===== config.mk =====
export PLATFORM = sky130hd
export DESIGN_NAME = cpu_sequencer_flat
export DESIGN_NICKNAME = d
export VERILOG_FILES = /design/src/rtl/cpu_sequencer_pkg.sv /design/src/rtl/cpu_sequencer_if.sv /design/src/rtl/cpu_sequencer_branch_resolve.sv /design/src/rtl/cpu_sequencer.sv /design/src/flat_wrapper.sv
export SDC_FILE = /design/constraint.sdc
export NUM_CORES = 1
export LEC_CHECK = 0
export BUFFER_PORTS_ARGS = -buffer_cell sky130_fd_sc_hd__buf_2
export CAP_MARGIN = 30
export CELL_PAD_IN_SITES_DETAIL_PLACEMENT = 2
export CELL_PAD_IN_SITES_GLOBAL_PLACEMENT = 2
export CORE_MARGIN = 2
export CORE_UTILIZATION = 27
export DETAILED_ROUTE_END_ITERATION = 10
export PLACE_DENSITY_LB_ADDON = 0.1
export SLEW_MARGIN = 10
export SYNTH_ARGS = -nofsm -noshare
export SYNTH_HDL_FRONTEND = slang
export SYNTH_HIERARCHICAL = 1
export SYNTH_SLANG_ARGS = --single-unit

===== constraint.sdc =====
create_clock -name I_clk -period 2.8 [get_ports I_clk]
set_clock_uncertainty 0.05 [all_clocks]
set_input_delay 0.28 -clock I_clk [delete_from_list [all_inputs] [get_ports I_clk]]
set_output_delay 0.28 -clock I_clk [all_outputs]
set_load 0.01 [all_outputs]

===== src/rtl/cpu_sequencer_pkg.sv =====
`default_nettype none
// ============================================================================
//  Module      : cpu_sequencer_pkg
//  Description : Shared RV32I control constants: FSM state encodings, major
//                opcode values (ir[6:2]), branch funct3 codes and opcode
//                classification helpers.
//  Revision    : 1.0 - initial release
// ============================================================================
package cpu_sequencer_pkg;

   typedef enum logic [2:0] {
      ST_FETCH  = 3'd0,
      ST_DECODE = 3'd1,
      ST_EXEC   = 3'd2,
      ST_MEM    = 3'd3,
      ST_WB     = 3'd4,
      ST_HALT   = 3'd7
   } state_t;

   localparam logic [4:0] OPC_LOAD   = 5'b00000;
   localparam logic [4:0] OPC_OPIMM  = 5'b00100;
   localparam logic [4:0] OPC_AUIPC  = 5'b00101;
   localparam logic [4:0] OPC_STORE  = 5'b01000;
   localparam logic [4:0] OPC_OP     = 5'b01100;
   localparam logic [4:0] OPC_LUI    = 5'b01101;
   localparam logic [4:0] OPC_BRANCH = 5'b11000;
   localparam logic [4:0] OPC_JALR   = 5'b11001;
   localparam logic [4:0] OPC_JAL    = 5'b11011;

   localparam logic [2:0] F3_BEQ  = 3'b000;
   localparam logic [2:0] F3_BNE  = 3'b001;
   localparam logic [2:0] F3_BLT  = 3'b100;
   localparam logic [2:0] F3_BGE  = 3'b101;
   localparam logic [2:0] F3_BLTU = 3'b110;
   localparam logic [2:0] F3_BGEU = 3'b111;

   // True for the nine RV32I major opcodes this core executes
   function automatic logic opc_legal(input logic [4:0] opc);
      case (opc)
         OPC_LUI, OPC_AUIPC, OPC_JAL, OPC_JALR, OPC_BRANCH,
         OPC_LOAD, OPC_STORE, OPC_OPIMM, OPC_OP: opc_legal = 1'b1;
         default:                                opc_legal = 1'b0;
      endcase
   endfunction

   // True for opcodes that write rd in WB (everything but BRANCH/STORE)
   function automatic logic opc_writes_rd(input logic [4:0] opc);
      opc_writes_rd = opc_legal(opc) && (opc != OPC_BRANCH) && (opc != OPC_STORE);
   endfunction

endpackage
`default_nettype wire


===== src/rtl/cpu_sequencer_if.sv =====
`default_nettype none
// ============================================================================
//  Module      : cpu_sequencer_if
//  Description : Memory handshake, decode and datapath signals between the
//                sequencer (master) and its environment (slave).
//  Revision    : 1.0 - initial release
// ============================================================================
interface cpu_sequencer_if;
   logic [31:0] I_imem_data;
   logic        I_imem_ack;
   logic        O_imem_req;
   logic [31:0] O_pc;
   logic [31:0] O_ir;
   logic [31:0] I_pcincr;
   logic        I_breq;
   logic        I_brlt;
   logic        O_brun;
   logic [31:0] I_alu_result;
   logic        O_dmem_req;
   logic        O_dmem_we;
   logic        I_dmem_ack;
   logic        O_rf_we;
   logic [2:0]  O_state;
   logic        O_fault;

   modport master (
      input  I_imem_data, I_imem_ack, I_pcincr, I_breq, I_brlt,
             I_alu_result, I_dmem_ack,
      output O_imem_req, O_pc, O_ir, O_brun, O_dmem_req, O_dmem_we,
             O_rf_we, O_state, O_fault
   );

   modport slave (
      output I_imem_data, I_imem_ack, I_pcincr, I_breq, I_brlt,
             I_alu_result, I_dmem_ack,
      input  O_imem_req, O_pc, O_ir, O_brun, O_dmem_req, O_dmem_we,
             O_rf_we, O_state, O_fault
   );
endinterface
`default_nettype wire


===== src/rtl/cpu_sequencer_branch_resolve.sv =====
`default_nettype none
// ============================================================================
//  Module      : cpu_sequencer_branch_resolve
//  Description : Combinational branch-taken decision from funct3 and the
//                comparator flags. funct3 010/011 are never taken.
//  Revision    : 1.0 - initial release
// ============================================================================
module cpu_sequencer_branch_resolve
   import cpu_sequencer_pkg::*;
(
   input  wire logic [2:0] funct3_i,
   input  wire logic       breq_i,
   input  wire logic       brlt_i,
   output logic            taken_o
);

   // Map funct3 onto the equal / less-than flags
   always_comb begin
      taken_o = 1'b0;
      case (funct3_i)
         F3_BEQ:           taken_o = breq_i;
         F3_BNE:           taken_o = !breq_i;
         F3_BLT, F3_BLTU:  taken_o = brlt_i;
         F3_BGE, F3_BGEU:  taken_o = !brlt_i;
         default:          taken_o = 1'b0;
      endcase
   end

endmodule
`default_nettype wire


===== src/rtl/cpu_sequencer.sv =====
`default_nettype none
// ============================================================================
//  Module      : cpu_sequencer
//  Description : Multi-cycle RV32I control sequencer. Owns PC and IR, walks
//                each instruction through FETCH/DECODE/EXEC/MEM/WB, and
//                latches a sticky fault on illegal opcodes or memory timeout.
//  Revision    : 1.0 - initial release
// ============================================================================
module cpu_sequencer
   import cpu_sequencer_pkg::*;
#(
   parameter logic [31:0] RESET_PC = 32'h0000_0000,
   parameter int unsigned TIMEOUT  = 16
)(
   input  wire logic       I_clk,
   input  wire logic       I_rstn,
   cpu_sequencer_if.master bus
);

   // Last wait cycle in which an ack is still accepted
   localparam logic [7:0] c_wait_limit = 8'(TIMEOUT - 1);

   state_t      state_q;
   logic [31:0] pc_q;
   logic [31:0] ir_q;
   logic        imem_req_q;
   logic        dmem_req_q;
   logic        dmem_we_q;
   logic        rf_we_q;
   logic        fault_q;
   logic        taken_q;
   logic [7:0]  wcnt_q;

   logic [4:0]  w_opc;
   logic        w_taken;
   logic        w_wait_expired;
   logic [31:0] w_pc_d;

   assign w_opc          = ir_q[6:2];
   assign w_wait_expired = (wcnt_q == c_wait_limit);

   cpu_sequencer_branch_resolve u_branch_resolve (
      .funct3_i (ir_q[14:12]),
      .breq_i   (bus.I_breq),
      .brlt_i   (bus.I_brlt),
      .taken_o  (w_taken)
   );

   // Next PC applied in WB: jump/taken-branch target, JALR target, or PC+incr
   always_comb begin
      w_pc_d = pc_q + bus.I_pcincr;
      if (w_opc == OPC_JAL || (w_opc == OPC_BRANCH && taken_q))
         w_pc_d = bus.I_alu_result;
      else if (w_opc == OPC_JALR)
         w_pc_d = {bus.I_alu_result[31:1], 1'b0};
   end

   // Sequencer FSM with registered handshake outputs
   always_ff @(posedge I_clk or negedge I_rstn) begin
      if (!I_rstn) begin
         state_q    <= ST_FETCH;
         pc_q       <= RESET_PC;
         ir_q       <= 32'h0;
         imem_req_q <= 1'b0;
         dmem_req_q <= 1'b0;
         dmem_we_q  <= 1'b0;
         rf_we_q    <= 1'b0;
         fault_q    <= 1'b0;
         taken_q    <= 1'b0;
         wcnt_q     <= 8'h0;
      end else begin
         case (state_q)
            ST_FETCH: begin
               if (!imem_req_q) begin
                  // first cycle after reset release: raise the request
                  imem_req_q <= 1'b1;
                  wcnt_q     <= 8'h0;
               end else if (bus.I_imem_ack) begin
                  ir_q       <= bus.I_imem_data;
                  imem_req_q <= 1'b0;
                  state_q    <= ST_DECODE;
               end else if (w_wait_expired) begin
                  imem_req_q <= 1'b0;
                  fault_q    <= 1'b1;
                  state_q    <= ST_HALT;
               end else begin
                  wcnt_q <= wcnt_q + 8'd1;
               end
            end
            ST_DECODE: begin
               if (ir_q == 32'h0 || !opc_legal(w_opc)) begin
                  fault_q <= 1'b1;
                  state_q <= ST_HALT;
               end else begin
                  state_q <= ST_EXEC;
               end
            end
            ST_EXEC: begin
               taken_q <= w_taken;
               if (w_opc == OPC_LOAD || w_opc == OPC_STORE) begin
                  dmem_req_q <= 1'b1;
                  dmem_we_q  <= (w_opc == OPC_STORE);
                  wcnt_q     <= 8'h0;
                  state_q    <= ST_MEM;
               end else begin
                  rf_we_q <= opc_writes_rd(w_opc);
                  state_q <= ST_WB;
               end
            end
            ST_MEM: begin
               if (bus.I_dmem_ack) begin
                  dmem_req_q <= 1'b0;
                  dmem_we_q  <= 1'b0;
                  rf_we_q    <= (w_opc == OPC_LOAD);
                  state_q    <= ST_WB;
               end else if (w_wait_expired) begin
                  dmem_req_q <= 1'b0;
                  dmem_we_q  <= 1'b0;
                  fault_q    <= 1'b1;
                  state_q    <= ST_HALT;
               end else begin
                  wcnt_q <= wcnt_q + 8'd1;
               end
            end
            ST_WB: begin
               rf_we_q    <= 1'b0;
               pc_q       <= w_pc_d;
               imem_req_q <= 1'b1;
               wcnt_q     <= 8'h0;
               state_q    <= ST_FETCH;
            end
            ST_HALT: begin
               // frozen until reset
               state_q <= ST_HALT;
            end
            default: begin
               imem_req_q <= 1'b0;
               dmem_req_q <= 1'b0;
               dmem_we_q  <= 1'b0;
               rf_we_q    <= 1'b0;
               fault_q    <= 1'b1;
               state_q    <= ST_HALT;
            end
         endcase
      end
   end

   assign bus.O_imem_req = imem_req_q;
   assign bus.O_pc       = pc_q;
   assign bus.O_ir       = ir_q;
   assign bus.O_brun     = ir_q[13];
   assign bus.O_dmem_req = dmem_req_q;
   assign bus.O_dmem_we  = dmem_we_q;
   assign bus.O_rf_we    = rf_we_q;
   assign bus.O_state    = state_q;
   assign bus.O_fault    = fault_q;

endmodule
`default_nettype wire


===== src/flat_wrapper.sv =====
// flat-port wrapper written by rule: the top's interface ports become plain ports
module cpu_sequencer_flat import cpu_sequencer_pkg::*;
#(
   parameter logic [31:0] RESET_PC = 32'h0000_0000,
   parameter int unsigned TIMEOUT  = 16
)
  (I_clk, I_rstn, bus_I_imem_data, bus_I_imem_ack, bus_I_pcincr, bus_I_breq, bus_I_brlt, bus_I_alu_result, bus_I_dmem_ack, bus_O_imem_req, bus_O_pc, bus_O_ir, bus_O_brun, bus_O_dmem_req, bus_O_dmem_we, bus_O_rf_we, bus_O_state, bus_O_fault);
  cpu_sequencer_if bus_i ();
  input  wire logic I_clk;
  input  wire logic I_rstn;
  input wire logic [$bits(bus_i.I_imem_data)-1:0] bus_I_imem_data;
  input wire logic [$bits(bus_i.I_imem_ack)-1:0] bus_I_imem_ack;
  input wire logic [$bits(bus_i.I_pcincr)-1:0] bus_I_pcincr;
  input wire logic [$bits(bus_i.I_breq)-1:0] bus_I_breq;
  input wire logic [$bits(bus_i.I_brlt)-1:0] bus_I_brlt;
  input wire logic [$bits(bus_i.I_alu_result)-1:0] bus_I_alu_result;
  input wire logic [$bits(bus_i.I_dmem_ack)-1:0] bus_I_dmem_ack;
  output wire logic [$bits(bus_i.O_imem_req)-1:0] bus_O_imem_req;
  output wire logic [$bits(bus_i.O_pc)-1:0] bus_O_pc;
  output wire logic [$bits(bus_i.O_ir)-1:0] bus_O_ir;
  output wire logic [$bits(bus_i.O_brun)-1:0] bus_O_brun;
  output wire logic [$bits(bus_i.O_dmem_req)-1:0] bus_O_dmem_req;
  output wire logic [$bits(bus_i.O_dmem_we)-1:0] bus_O_dmem_we;
  output wire logic [$bits(bus_i.O_rf_we)-1:0] bus_O_rf_we;
  output wire logic [$bits(bus_i.O_state)-1:0] bus_O_state;
  output wire logic [$bits(bus_i.O_fault)-1:0] bus_O_fault;
  assign bus_i.I_imem_data = bus_I_imem_data;
  assign bus_i.I_imem_ack = bus_I_imem_ack;
  assign bus_i.I_pcincr = bus_I_pcincr;
  assign bus_i.I_breq = bus_I_breq;
  assign bus_i.I_brlt = bus_I_brlt;
  assign bus_i.I_alu_result = bus_I_alu_result;
  assign bus_i.I_dmem_ack = bus_I_dmem_ack;
  assign bus_O_imem_req = bus_i.O_imem_req;
  assign bus_O_pc = bus_i.O_pc;
  assign bus_O_ir = bus_i.O_ir;
  assign bus_O_brun = bus_i.O_brun;
  assign bus_O_dmem_req = bus_i.O_dmem_req;
  assign bus_O_dmem_we = bus_i.O_dmem_we;
  assign bus_O_rf_we = bus_i.O_rf_we;
  assign bus_O_state = bus_i.O_state;
  assign bus_O_fault = bus_i.O_fault;
  cpu_sequencer #(.RESET_PC(RESET_PC), .TIMEOUT(TIMEOUT)) u_core (.I_clk(I_clk), .I_rstn(I_rstn), .bus(bus_i));
endmodule

# After elaboration in Yosys (flattened, before gate mapping)
# Memory sizes are Yosys's and may differ from the RTL's.
# Index checks and enable logic that the tools add are counted.
# classes
eq_ne	26
n_mux	38
reduce_logical	25
bitwise_logic	3
add_sub_neg	2
# op_table
operator	n
two-way mux 32 bit	2
two-way mux 8 bit	5
adder 32 bit	1
logical NOT 32 bit	1
one-hot mux 8 bit (4 select lines)	1
equality test 3 bit, second input constant	6
two-way mux 3 bit	6
two-way mux 1 bit	17
equality test 5 bit, second input constant	3
one-hot mux 3 bit (5 select lines)	1
one-hot mux 1 bit (3 select lines)	4
AND reduction 3 bit	3
adder 8 x 1 -> 8 bit, second input constant	1
equality test 8 x 4 -> 1 bit, second input constant	1
inequality test 2 bit, second input constant	4
one-hot mux 1 bit (4 select lines)	2
OR reduction 4 bit	2
equality test 3 x 1 -> 1 bit, second input constant	2
equality test 3 x 2 -> 1 bit, second input constant	2
logical NOT 3 bit	2
inequality test 2 x 1 -> 1 bit, second input constant	3
OR reduction 3 bit	2
equality test 5 x 4 -> 1 bit, second input constant	1
logical NOT 5 bit	1
12 further kinds	21
# word_totals
reg_bits	81
in_bits	102
romBits	64
word_cells	106
output_inout_bits	73
n_memories	2
# memory_table
memory	words	width	read_ports	rd_ports_with_merged_regs	wr	line	text
(no name shown)	32	1	1	0	0	cpu_sequencer_pkg.sv:39	case (opc)
(no name shown)	32	1	1	0	0	cpu_sequencer_pkg.sv:39	

# Logic depth before layout (Yosys ltp)
# depth
ltp_word	8
ltp_mapped	11
ltp_nobuf	11

# By module
# The synthesis kept the hierarchy.
# modules_own_cells
module	instances	seq_area_each_um2	area_each_um2	cells_each
cpu_sequencer	1	2026.9	5361.4	598
cpu_sequencer_branch_resolve	1	0.0	36.3	5

# Least setup slack after synthesis
# No wires, ideal clock.
# synth_path
path_kind	reg2reg
start	register u_core.pc_q[0] (netlist: u_core/bus.O_pc[0])
end	register u_core.pc_q[24] (netlist: u_core/bus.O_pc[24])
arrival_ps	2913
path_buffers	0
setup_time_ps	82
setup_slack_ps	-244
required_time_ps	2668
synth_period_minus_slack_ps	3044
stages_incl_launch_ff	12
cell_sequence	dfrtp_1 > ha_1 > fa_1 > a21oi_2 > a2bb2oi_2 > a211oi_2 > o41a_1 > a31o_4 > a31oi_4 > o21ai_1 > mux2_1 > a31oi_1
# synth_between
elab_chain_cells	3
# synth_lines
item	line	text
start, declared	cpu_sequencer.sv:24	logic [31:0] pc_q;
start signal, assigned	cpu_sequencer.sv:127	pc_q <= w_pc_d;
adder 32 bit	cpu_sequencer.sv:51	w_pc_d = pc_q + bus.I_pcincr;
two-way mux 32 bit	cpu_sequencer.sv:54	else if (w_opc == OPC_JALR)
two-way mux 32 bit	cpu_sequencer.sv:52	if (w_opc == OPC_JAL || (w_opc == OPC_BRANCH && taken_q))
# No other way between the ends.
# A chain may end at the register's enable or synchronous reset.

# Final worst setup path
# Ends and elaborated chain as after synthesis.

==> metrics.md <==
| Metric | Value |
|---|---|
| Hpwl dp | `15400 µm` |
| Maximum clock rate | `0.341 GHz` |
| FF-to-FF setup slack | `-0.13 ns` |
| Worst Setup Path Type | `reg2reg` |
| Final Cycle Share | `105%` |
| Design Area, Final | `0.00734 mm²` |
| WL final | `19900 µm` |
| I/O pins | `175` |
| Post-Synthesis Cell Area | `0.00540 mm²` |
| Worst Hold Class | `in2reg` |
| Layout Nets | `938` |
| Largest net degree at the start of global routing | `55` |
| Initial antenna violation count | `3` |
| # setup viols final | `4` |
| Max FO, Critical Path | `2` |
| Area leader, netlist | `dfrtp_1` |
| Top-area cell type share of the netlist area | `37.6%` |
| All-Layer GR Usage | `19.1%` |
| CTS root buf | `clkbuf_16` |
| Die ar. | `0.0211 mm²` |
| First-pass GRT wire length | `32700 µm` |
| Synth Area in Compound Gates | `22.4%` |
| Layout cells sized above 1 | `36.9%` |
| CP max stage delay | `0.41 ns` |
| Most common cell on crit path | `a31oi_4` |
| Top FF cell, synth | `dfrtp_1` |
| Number of I/O port buffers | `174` |
| Adder-cell area share of the yosys netlist | `7.79%` |
| Initial Utilization | `27.6%` |
| PwrDens | `1010 mW/mm²` |
| Hold wc startpoint | `bus_I_imem_data[11]` |
| Hold Path Stages | `2` |
| Std-Cell Core Area | `0.0195 mm²` |
| YS warnings | `6` |
| Crit path max-delay cell type | `o41a_1` |
| First-iteration detailed-routing DRC count | `127` |
| Synth Area in XOR/XNOR | `4.71%` |
| Vias per cell | `5.06` |
| Sequential area share after synthesis | `37.6%` |
| Total power | `0.00738 W` |
| # H-tree levels | `3` |
| Placer Congestion | `0.861` |
| Largest family of logic cells by synthesized area | `compound AO/OA/AOI/OAI gates` |
| Max-slew violations | `0` |
| Clock Latency Late Sink | `0.35 ns` |
| Launching point of the worst reg2reg path | `u_core/bus.O_pc[0]` |
| R2r worst-path depth | `11` |
| CP Depth | `11` |
| Top area cells in the synthesized netlist | `dfrtp_1 38%, ha_1 7.4%, mux2_2 6.9%, a21oi_1 5.8%, nand2_1 4.0%` |
| Vias | `5431` |
| RSZ-0062 raised after global routing | `yes` |
| Final worst setup slack | `-0.130 ns` |
| CP endpoint kind | `flop` |
| Die Y | `145 µm` |
| Least-Margin Pin Slew | `0.490 ns` |
| Asr flop ratio synth | `100%` |
| CTS tree | `done` |
| Total gr overflow | `0` |
| DR pass1 iterations | `4` |
| WL/cell | `18.5 µm` |
| Maxcap violations | `0` |
| Rows | `51` |
| Crit path buf inv count | `0` |
| Mean Syn Cell Area | `8.95 µm²` |
| Failing checks | `setup timing` |
| LEAKAGE | `3.50 nW` |
| Clock buffer depth | `2` |
| Clock buffer count from CTS | `9` |
| Post-Syn Instances | `603` |
| Post-synth EDFFs | `0` |
| Worst setup SP type | `flop` |
| Minimum clock period | `2.93 ns` |
| Worst IR Drop VDD | `0.000337 V` |
| Clk pin slew, worst setup/hold paths | `0.08 ns` |
| Routed Antenna Nets | `0` |
| CTS sink cnt | `81` |
| Mapped Nets | `738` |
| CP top delay family | `compound AO/OA/AOI/OAI gates` |
| Critical path arrival | `3.15 ns` |
| CP startpoint | `u_core/bus.O_pc[0]` |
| CP required | `3.02 ns` |
| Count leader, synth | `dfrtp_1` |
| Run status | `complete, but fails checks` |
| Post-DP Area | `0.00680 mm²` |
| Final Hold Viols | `0` |
| DRC viols | `0` |
| Worst slack, placed | `-0.210 ns` |
| Vias in the first global route | `6056` |
| Slew HR | `67.0%` |
| Die width | `145 µm` |
| Mux share of post-synthesis cell area | `7.46%` |
| Most frequent cells after synthesis | `81 x dfrtp_1, 63 x a21oi_1, 58 x nand2_1` |
| Finished Layout Cells | `1074` |
| #FFs+latches synth | `81` |
| Synth-to-layout area growth | `36.0%` |
| Post-Synth Simple-Gate Area | `17.1%` |
| Critical path, cell by cell | `ha_2 -> fa_2 -> a21oi_4 -> a2bb2oi_2 -> a211oi_2 -> o41a_1 -> a31o_4 -> a31oi_4 -> o21ai_1 -> mux2_4 -> a31oi_4` |
| Layout Utilization | `37.6%` |
| Unique cell type count in the Yosys netlist | `68` |
| Dpl cells | `1052` |
-- logic make-up after synthesis --
family	after synthesis
buffers and inverters	42
AO/OA/AOI/OAI	187
AND/OR/NAND/NOR	195
flip-flops	81
adder cells (fa/ha/maj)	33
XOR/XNOR	29
multiplexers	36
-- where the power goes --
group | switching [W] | total [W] | internal (W)
Combinational | 0.00229 | 0.00426 | 0.00197
Sequential | 0.000323 | 0.00183 | 0.00150
Clock | 0.000582 | 0.00130 | 0.000714
-- flip-flops by register name, summed over array words and instances, names as in the netlist --
register,cells
u_core/bus.O_dmem_req,1
u_core/bus.O_dmem_we,1
u_core/bus.O_fault,1
u_core/bus.O_imem_req,1
u_core/bus.O_ir,32
u_core/bus.O_pc,32
u_core/bus.O_rf_we,1
u_core/bus.O_state,3
u_core/taken_q,1
u_core/wcnt_q,8
-- metrics by stage --
| stage | setup TNS [ns] | hold WS, ns |
|---|---|---|
| global placement | -0.534 | 0.208 |
| floorplan | -0.0969 | -0.0656 |
| CTS | -0.464 | 0.0954 |
| finish | -0.405 | 0.111 |
| global route | -1.04 | 0.102 |
| detailed placement | -0.983 | 0.221 |
-- layout make-up --
cell class                 instances  area, µm²
inverter                          15       56.3
tap                              265        332
sequential                        81       2030
clock inverter                     7       86.3
clock buffer                       9        225
antenna                            1       2.50
fill                            2264      12200
multi-input combinational        480       3390
timing repair buffer             216       1220
-- worst reg2reg max path, cell delays in order, from the launching register on --
cell,delay [ns]
dfrtp_1,0.38
ha_2,0.19
fa_2,0.37
a21oi_4,0.16
a2bb2oi_2,0.18
a211oi_2,0.10
o41a_1,0.41
a31o_4,0.25
a31oi_4,0.16
o21ai_1,0.12
mux2_4,0.32
a31oi_4,0.17
-- worst paths after layout --
check                                       to
max                        u_core/bus.O_pc[24]
min                        u_core/bus.O_ir[11]
max reg2reg                u_core/bus.O_pc[24]
min reg2reg                 u_core/bus.O_fault
max in group asynchronous   u_core/bus.O_ir[8]
min in group asynchronous   u_core/bus.O_pc[8]
-- cell usage in the layout, fill, tap and decap left out, types with 9 or more instances in the layout --
| cell type | synthesis | layout |
|---|---|---|
| ha_1 | 32 | 25 |
| inv_1 | 15 | 15 |
| buf_2 | 1 | 173 |
| nand2_1 | 58 | 58 |
| buf_4 | 1 | 40 |
| nor3_1 | 9 | 9 |
| a21oi_1 | 63 | 61 |
| nor2b_1 | 11 | 11 |
| xor2_1 | 13 | 13 |
| and3_1 | 10 | 10 |
| nor2_1 | 56 | 56 |
| clkbuf_16 | 0 | 9 |
| o21ai_0 | 42 | 34 |
| nand3_1 | 12 | 12 |
| o21ai_1 | 2 | 9 |
| a21o_1 | 13 | 13 |
| xnor2_1 | 16 | 14 |
| mux2_2 | 33 | 33 |
| dfrtp_1 | 81 | 81 |
| nor4_1 | 9 | 9 |
-- per-layer routing --
layer	track usage (%)	wire length, µm	vias up
met5	0	27	-
met4	3.14	116	4
met3	5.02	982	11
met2	34.1	10200	102
met1	23.4	8590	2729
li1	-	-	2585
-- repair_timing --
item,4_1_cts,5_1_grt
hold buffers,1,0
endpoints found under the hold margin,27,0
setup endpoints to repair,10,14
setup buffers,2,3
pin swaps,8,4
gates resized for setup,9,23
No activity file was read; power rests on OpenSTA's default activity.
